==> src/rtl/matrix_pkg.sv <==
// Shared matrix-calculator constants and the C-readout streamer state encoding.
package matrix_pkg;

  localparam int unsigned MAT_ADDR_W  = 10;
  localparam int unsigned MAT_DATA_W  = 8;
  localparam int unsigned MAT_N_WORDS = 1024;

  typedef enum logic [2:0] {
    IDLE,
    FETCH,
    LATCH,
    WAIT_IDLE,
    GUARD,
    WAIT_TX,
    CSUM,
    FINISH
  } c_readout_state_t;

endpackage

==> src/rtl/c_readout_csum.sv <==
// Modulo-2^DATA_W running sum of streamed bytes; only used when C_READOUT_CHECKSUM_EN is defined.
module c_readout_csum #(
  parameter int unsigned DATA_W = 8
) (
  input  logic              clk,
  input  logic              rst,
  input  logic              clr,
  input  logic              add,
  input  logic [DATA_W-1:0] din,
  output logic [DATA_W-1:0] sum
);

  always_ff @(posedge clk) begin
    if (rst || clr) begin
      sum <= '0;
    end else if (add) begin
      sum <= sum + din;
    end
  end

endmodule

==> src/rtl/c_readout_streamer.sv <==
// Streams result memory C (addresses 0..N_WORDS-1) into the UART transmitter with a valid/busy handshake.
// Optional trailing checksum byte when C_READOUT_CHECKSUM_EN is defined.
module c_readout_streamer
  import matrix_pkg::*;
#(
  parameter int unsigned ADDR_W    = MAT_ADDR_W,
  parameter int unsigned DATA_W    = MAT_DATA_W,
  parameter int unsigned N_WORDS   = MAT_N_WORDS,
  parameter int unsigned GUARD_CYC = 2
) (
  input  logic              clk,
  input  logic              rst,
  input  logic              finish,
  output logic [ADDR_W-1:0] mem_addr,
  input  logic [DATA_W-1:0] mem_dout,
  output logic [DATA_W-1:0] tx_data,
  output logic              tx_valid,
  input  logic              tx_busy,
  output logic              active,
  output logic              done
);

  localparam logic [ADDR_W-1:0] LAST_ADDR = ADDR_W'(N_WORDS - 1);

  c_readout_state_t  state, state_nx;
  logic [ADDR_W-1:0] addr_nx;
  logic [DATA_W-1:0] data_nx;
  logic              valid_nx;
  logic [3:0]        guard, guard_nx;

`ifdef C_READOUT_CHECKSUM_EN
  logic              csum_sent, csum_sent_nx;
  logic              csum_clr, csum_add;
  logic [DATA_W-1:0] csum;

  c_readout_csum #(.DATA_W(DATA_W)) u_csum (
    .clk (clk),
    .rst (rst),
    .clr (csum_clr),
    .add (csum_add),
    .din (tx_data),
    .sum (csum)
  );
`endif

  always_ff @(posedge clk) begin
    if (rst) begin
      state    <= IDLE;
      mem_addr <= '0;
      tx_data  <= '0;
      tx_valid <= 1'b0;
      guard    <= '0;
`ifdef C_READOUT_CHECKSUM_EN
      csum_sent <= 1'b0;
`endif
    end else begin
      state    <= state_nx;
      mem_addr <= addr_nx;
      tx_data  <= data_nx;
      tx_valid <= valid_nx;
      guard    <= guard_nx;
`ifdef C_READOUT_CHECKSUM_EN
      csum_sent <= csum_sent_nx;
`endif
    end
  end

  always_comb begin
    state_nx = state;
    addr_nx  = mem_addr;
    data_nx  = tx_data;
    valid_nx = 1'b0;
    guard_nx = guard;
`ifdef C_READOUT_CHECKSUM_EN
    csum_sent_nx = csum_sent;
    csum_clr     = 1'b0;
    csum_add     = 1'b0;
`endif
    case (state)
      IDLE: begin
        if (finish) begin
          state_nx = FETCH;
          addr_nx  = '0;
`ifdef C_READOUT_CHECKSUM_EN
          csum_clr     = 1'b1;
          csum_sent_nx = 1'b0;
`endif
        end
      end
      FETCH: state_nx = LATCH;
      LATCH: begin
        data_nx  = mem_dout;
        state_nx = WAIT_IDLE;
      end
      // The strobe is registered, so it appears the cycle after busy is seen low.
      WAIT_IDLE: begin
        if (!tx_busy) begin
          valid_nx = 1'b1;
          guard_nx = 4'(GUARD_CYC);
          state_nx = GUARD;
`ifdef C_READOUT_CHECKSUM_EN
          csum_add = !csum_sent;
`endif
        end
      end
      GUARD: begin
        guard_nx = guard - 4'd1;
        if (guard <= 4'd1) state_nx = WAIT_TX;
      end
      WAIT_TX: begin
        if (!tx_busy) begin
`ifdef C_READOUT_CHECKSUM_EN
          if (csum_sent) begin
            state_nx = FINISH;
          end else if (mem_addr == LAST_ADDR) begin
            state_nx = CSUM;
          end else begin
            addr_nx  = mem_addr + ADDR_W'(1);
            state_nx = FETCH;
          end
`else
          if (mem_addr == LAST_ADDR) begin
            state_nx = FINISH;
          end else begin
            addr_nx  = mem_addr + ADDR_W'(1);
            state_nx = FETCH;
          end
`endif
        end
      end
`ifdef C_READOUT_CHECKSUM_EN
      CSUM: begin
        data_nx      = csum;
        csum_sent_nx = 1'b1;
        state_nx     = WAIT_IDLE;
      end
`endif
      FINISH:  state_nx = IDLE;
      default: state_nx = IDLE;
    endcase
  end

  assign done   = (state == FINISH);
  assign active = (state != IDLE);

endmodule

==> config.mk <==
export PLATFORM = sky130hd
export DESIGN_NAME = c_readout_streamer
export DESIGN_NICKNAME = d
export VERILOG_FILES = /design/src/rtl/matrix_pkg.sv /design/src/rtl/c_readout_csum.sv /design/src/rtl/c_readout_streamer.sv
export SDC_FILE = /design/constraint.sdc
export NUM_CORES = 1
export LEC_CHECK = 0
export CORE_MARGIN = 4
export CORE_UTILIZATION = 50
export DETAILED_ROUTE_END_ITERATION = 16
export GPL_TIMING_DRIVEN = 0
export PLACE_DENSITY_LB_ADDON = 0.05
export SETUP_SLACK_MARGIN = 0.15
export SLEW_MARGIN = 20
export SYNTH_ARGS = -nofsm -noshare
export SYNTH_HDL_FRONTEND = slang
export SYNTH_HIERARCHICAL = 1
export SYNTH_SLANG_ARGS = --single-unit
==> constraint.sdc <==
create_clock -name clk -period 3.9 [get_ports clk]
set_input_delay 0.78 -clock clk [delete_from_list [all_inputs] [get_ports clk]]
set_output_delay 0.78 -clock clk [all_outputs]
set_load 0.01 [all_outputs]
After elaboration in Yosys (flattened, before gate mapping) --
Index checks and enable logic that the tools add are counted.
Storage, ports and cells: bits in registers 26, output and inout port bits 21, logic and storage cells 42, input port bits 12
Operators by class: order comparisons 1, mux-type cells 13, equality and inequality tests 12, add/subtract/negate cells 2, reduce and logical (&&, ||, !) cells 8, bitwise operators 1
Operator list (number):
- $mux W10 | 3
- $pmux W10 S2 | 1
- $pmux W3 S6 | 1
- $mux W3 | 5
- $add A10 B1 Y10 const B | 1
- $eq A10 B10 Y1 const B | 1
- $ne A2 B2 Y1 const B | 5
- $eq A3 B3 Y1 const B | 3
- $pmux W4 S2 | 1
- $reduce_and A4 Y1 | 2
- $eq A3 B2 Y1 const B | 2
- $le A4 B1 Y1 const B | 1
- $mux W4 | 1
- $reduce_bool A2 Y1 | 2
- $sub A4 B1 Y4 const B | 1
- $eq A3 B1 Y1 const B | 1
- $logic_not A3 Y1 | 1
- $reduce_bool A3 Y1 | 1
- $reduce_and A2 Y1 | 1
- $reduce_or A2 Y1 | 1
- $mux W1 | 1
- $not A1 Y1 | 1

Logic depth before layout (Yosys ltp) --
depth after elaboration 4, mapped depth 6

Worst setup path after synthesis --
No wires, ideal clock.
kind input to register, start point in tx_busy, end point reg mem_addr[9], stages on the path 4, arrival 1.784 ns, setup slack 2.029 ns, required time 3.813 ns, setup time 0.087 ns, cells stage by stage and4bb_2 -> o311ai_4 -> or3b_1 -> o31ai_1
On the way: word-level cells in the longest chain between the ends 2
RTL lines:
- from (decl) | line c_readout_streamer.sv:18 | input logic tx_busy,
- $ne A2 B2 Y1 (no source line)
- $reduce_and A4 Y1 (no source line)
- to (signal assigned) | line c_readout_streamer.sv:58 | mem_addr <= addr_nx;
- to (decl) | line c_readout_streamer.sv:14 | output logic [ADDR_W-1:0] mem_addr,
Every way passes these cells. A chain may end at the register's enable or synchronous reset.

Worst setup path after layout --
start point reg state[1], end point out done
On the way: word-level cells in the longest chain between the ends 1
RTL lines:
- from (decl) | line c_readout_streamer.sv:25 | c_readout_state_t state, state_nx;
- from (signal assigned) | line c_readout_streamer.sv:57 | state <= state_nx;
- $eq A3 B3 Y1 | line c_readout_streamer.sv:143 | assign done = (state == FINISH);
- to (decl) | line c_readout_streamer.sv:20 | output logic done
Every way passes these cells.

==> flow_summary.toml <==
[status]
outcome = "finished clean"

[synth]
synth_warnings = 6
synth_top_area_share_pct = 39.47
synth_seq_cells = 26
syn_inst = 153
synth_most_common_cell = "dfxtp_1"
ys_seq_area_share_pct = 39.47
syn_avg_cell_area_um2 = 8.619
synth_nets = 168
synthTopCellsByArea = "dfxtp_1 39%, o31ai_1 7.4%, a21oi_1 6.5%"
synth_area_um2 = 1319
synthTopCellsByCount = "26 x dfxtp_1, 22 x nand2_1, 17 x a21oi_1"
synth_edf_count = 0
synth_area_leader_cell = "dfxtp_1"
synth_cell_types = 40
ys.flop_type = "dfxtp_1"
async_flop_share_pct = 0

[sta]
hold_viol_final = 0
worst_pin_slew_ns = 0.6647
setup_viol = 0
maxSlewViolCount = 0
max_freq_mhz = 382.8
post-route-period-util_pct = 66.99
finalWorstSetupSlack_ns = 1.288
skew_ns = 0.001391
fin_tns_setup_ns = 0
rsz0062_at_grt = "no"
slew_headroom_pct = 55.35
min_period_ns = 2.612

[placed_design]
placed_area_um2 = 1677
place.gp.congestion = 0.8102
io_buffer_count = 32
dpl.hpwl_um = 2229
pre_cts_ws_ns = 1.366

[pwr]
power.leakage_nw = 0.6058
p_total_mw = 0.4565
powerDensity_nw_per_um2 = 268.7
max-vdd-ir-drop_uv = 221.0

[routing]
post_drt_wl_per_cell_um = 13.56
drc = 0
ant_nets = 0
num_vias = 1233
drt_iter0_markers = 40
routed_via_density = 5.656
firstDrtPassIters = 6
routed_wl_um = 2957

[clock_network]
cts_sinks = 26
ctsResizeCount = 0
clk_pin_slew_worst_paths_ns = 0.13
cts_buffer_depth = 2
htreeDepth = 1
cts_tree = "yes"
cts_buffers = 3
clock_latency_ns = 0.31
cts_setup_buffers = 0
postCtsHoldBufs = 0
cts-root-buf = "clkbuf_4"

[floorplan]
std_cell_rows = 18
initial_core_util_pct = 52.75
die_y_um = 59.36
die-area_um2 = 3523
fp.dieW_um = 59.36
io-pin-count = 33
core_area_um2 = 2500

[job]
timing.max_cap.violations = 0

[finish]
utilization_pct = 67.97
areaGrowthSynthToFinish_pct = 28.84
final_area_um2 = 1699
drive_gt1_share_pct = 7.447
area.sequential_um2 = 520.5
final_nets = 205
multi_input_area_um2 = 740.7
diodes = 0
fill_cells = 217

[worst_setup_path]
cp.required_ns = 3.12
rr_endpoint = "mem_addr[9]"
cpPeakStageDelay_ns = 0.54
cp_max_fo = 10
r2r_slack_ns = 2.08
cp-start-kind = "register"
path_class = "register to primary output"
critPathLaunch = "state[1]"
cp_num_buf_inv = 2
cpLargestDelayFamily = "buffers and inverters"
crit_chain = "clkbuf_1 -> and3_1 -> clkdlybuf4s50_1"
slowest_stage = "clkdlybuf4s50_1"
crit_path_end_kind = "primary output"
r2r_start = "mem_addr[0]"
critPathArrivalTime_ns = 1.83
rr_worst_depth = 5

[grt]
grt_pass1_vias = 1118
grt_pass1_wl_um = 4940
grtUsageTotal_pct = 18.21
antenna_found_initial = 0
grt_overflow_total = 0
grt_max_degree = 14

[worst_hold_path]
hp-start = "tx_data[6]"
hp-class = "register to register"
holdPathStages = 2
hold_end = "tx_data[6]"
==> layout make-up <==
class / count / share of cell area [%]
Buffer: 7 / 2.062
Clock buffer: 3 / 1.325
Inverter: 6 / 1.325
Multi-Input combinational cell: 114 / 43.59
Sequential cell: 26 / 30.63
Tap cell: 30 / 2.209
Timing Repair Buffer: 32 / 18.85
==> state kept, by name, indices dropped and copies added, names as in the netlist <==
signal and count:
mem_addr 10, guard 4, state 3, tx_valid 1
tx_data 8
==> worst reg2reg max path, delay by kind of cell (launching register included) <==
kind | cells | cell delay (ns)
adders and majority gates | 1 | 0.21
DFF | 1 | 0.43
and+or+nand+nor | 2 | 0.86
AOI/OAI and AO/OA | 2 | 0.25
==> power breakdown <==
part	internal (mW)	leakage, nW	switching [mW]
sequential	0.273	0.210	0.00543
clock	0.0361	0.0138	0.0749
combinational	0.0341	0.382	0.0330
total	0.343	0.606	0.113
==> worst max-delay path by stage <==
stage,to,cells past startpoint,slack (ns)
finish,done,3,1.29
global route,done,3,1.19
CTS,done,3,1.27
detailed placement,mem_addr[9],5,1.37
global placement,mem_addr[3],5,1.39
floorplan,mem_addr[9],4,2.03
==> placed cells by master (no fill, tap or decap), types with 2 or more instances in the layout <==
cell,instances
clkbuf_1,5
nand2_1,22
a211oi_1,2
o211ai_1,2
o31ai_1,13
o21ai_0,4
dfxtp_1,26
a21oi_1,17
clkbuf_4,3
nor3_1,8
nand3_1,6
nor2_1,6
clkdlybuf4s50_1,32
and2_1,3
and3_1,3
ha_1,3
a31oi_1,2
inv_1,6
xor2_1,2
==> cell families after synthesis <==
kind of cell / count (synthesis) / synth area share [%]
adder cells (fa/ha/maj): 3 / 2.847
XOR/XNOR: 2 / 1.329
multiplexers: 1 / 0.8538
buffers and inverters: 13 / 4.364
AO/OA/AOI/OAI: 45 / 23.34
AND/OR/NAND/NOR: 63 / 27.80
flip-flops: 26 / 39.47
==> layer usage <==
layer	GRT usage [%]	part of all wire (%)
met1	24.53	49
met2	29.64	45
met3	2.832	4.8
met4	5.825	1.3
met5	0	0
==> stage by stage <==
| step | hold slack (ns) | cells |
|---|---|---|
| 2_1_floorplan | 0.4392 | 153 |
| 3_3_place_gp | 0.4422 | 215 |
| 3_5_place_dp | 0.4490 | 215 |
| 4_1_cts | 0.4688 | 218 |
| 5_1_grt | 0.4793 | 218 |
| 6_report | 0.4665 | 218 |
Note: power is estimated with default switching activity, not from simulation.
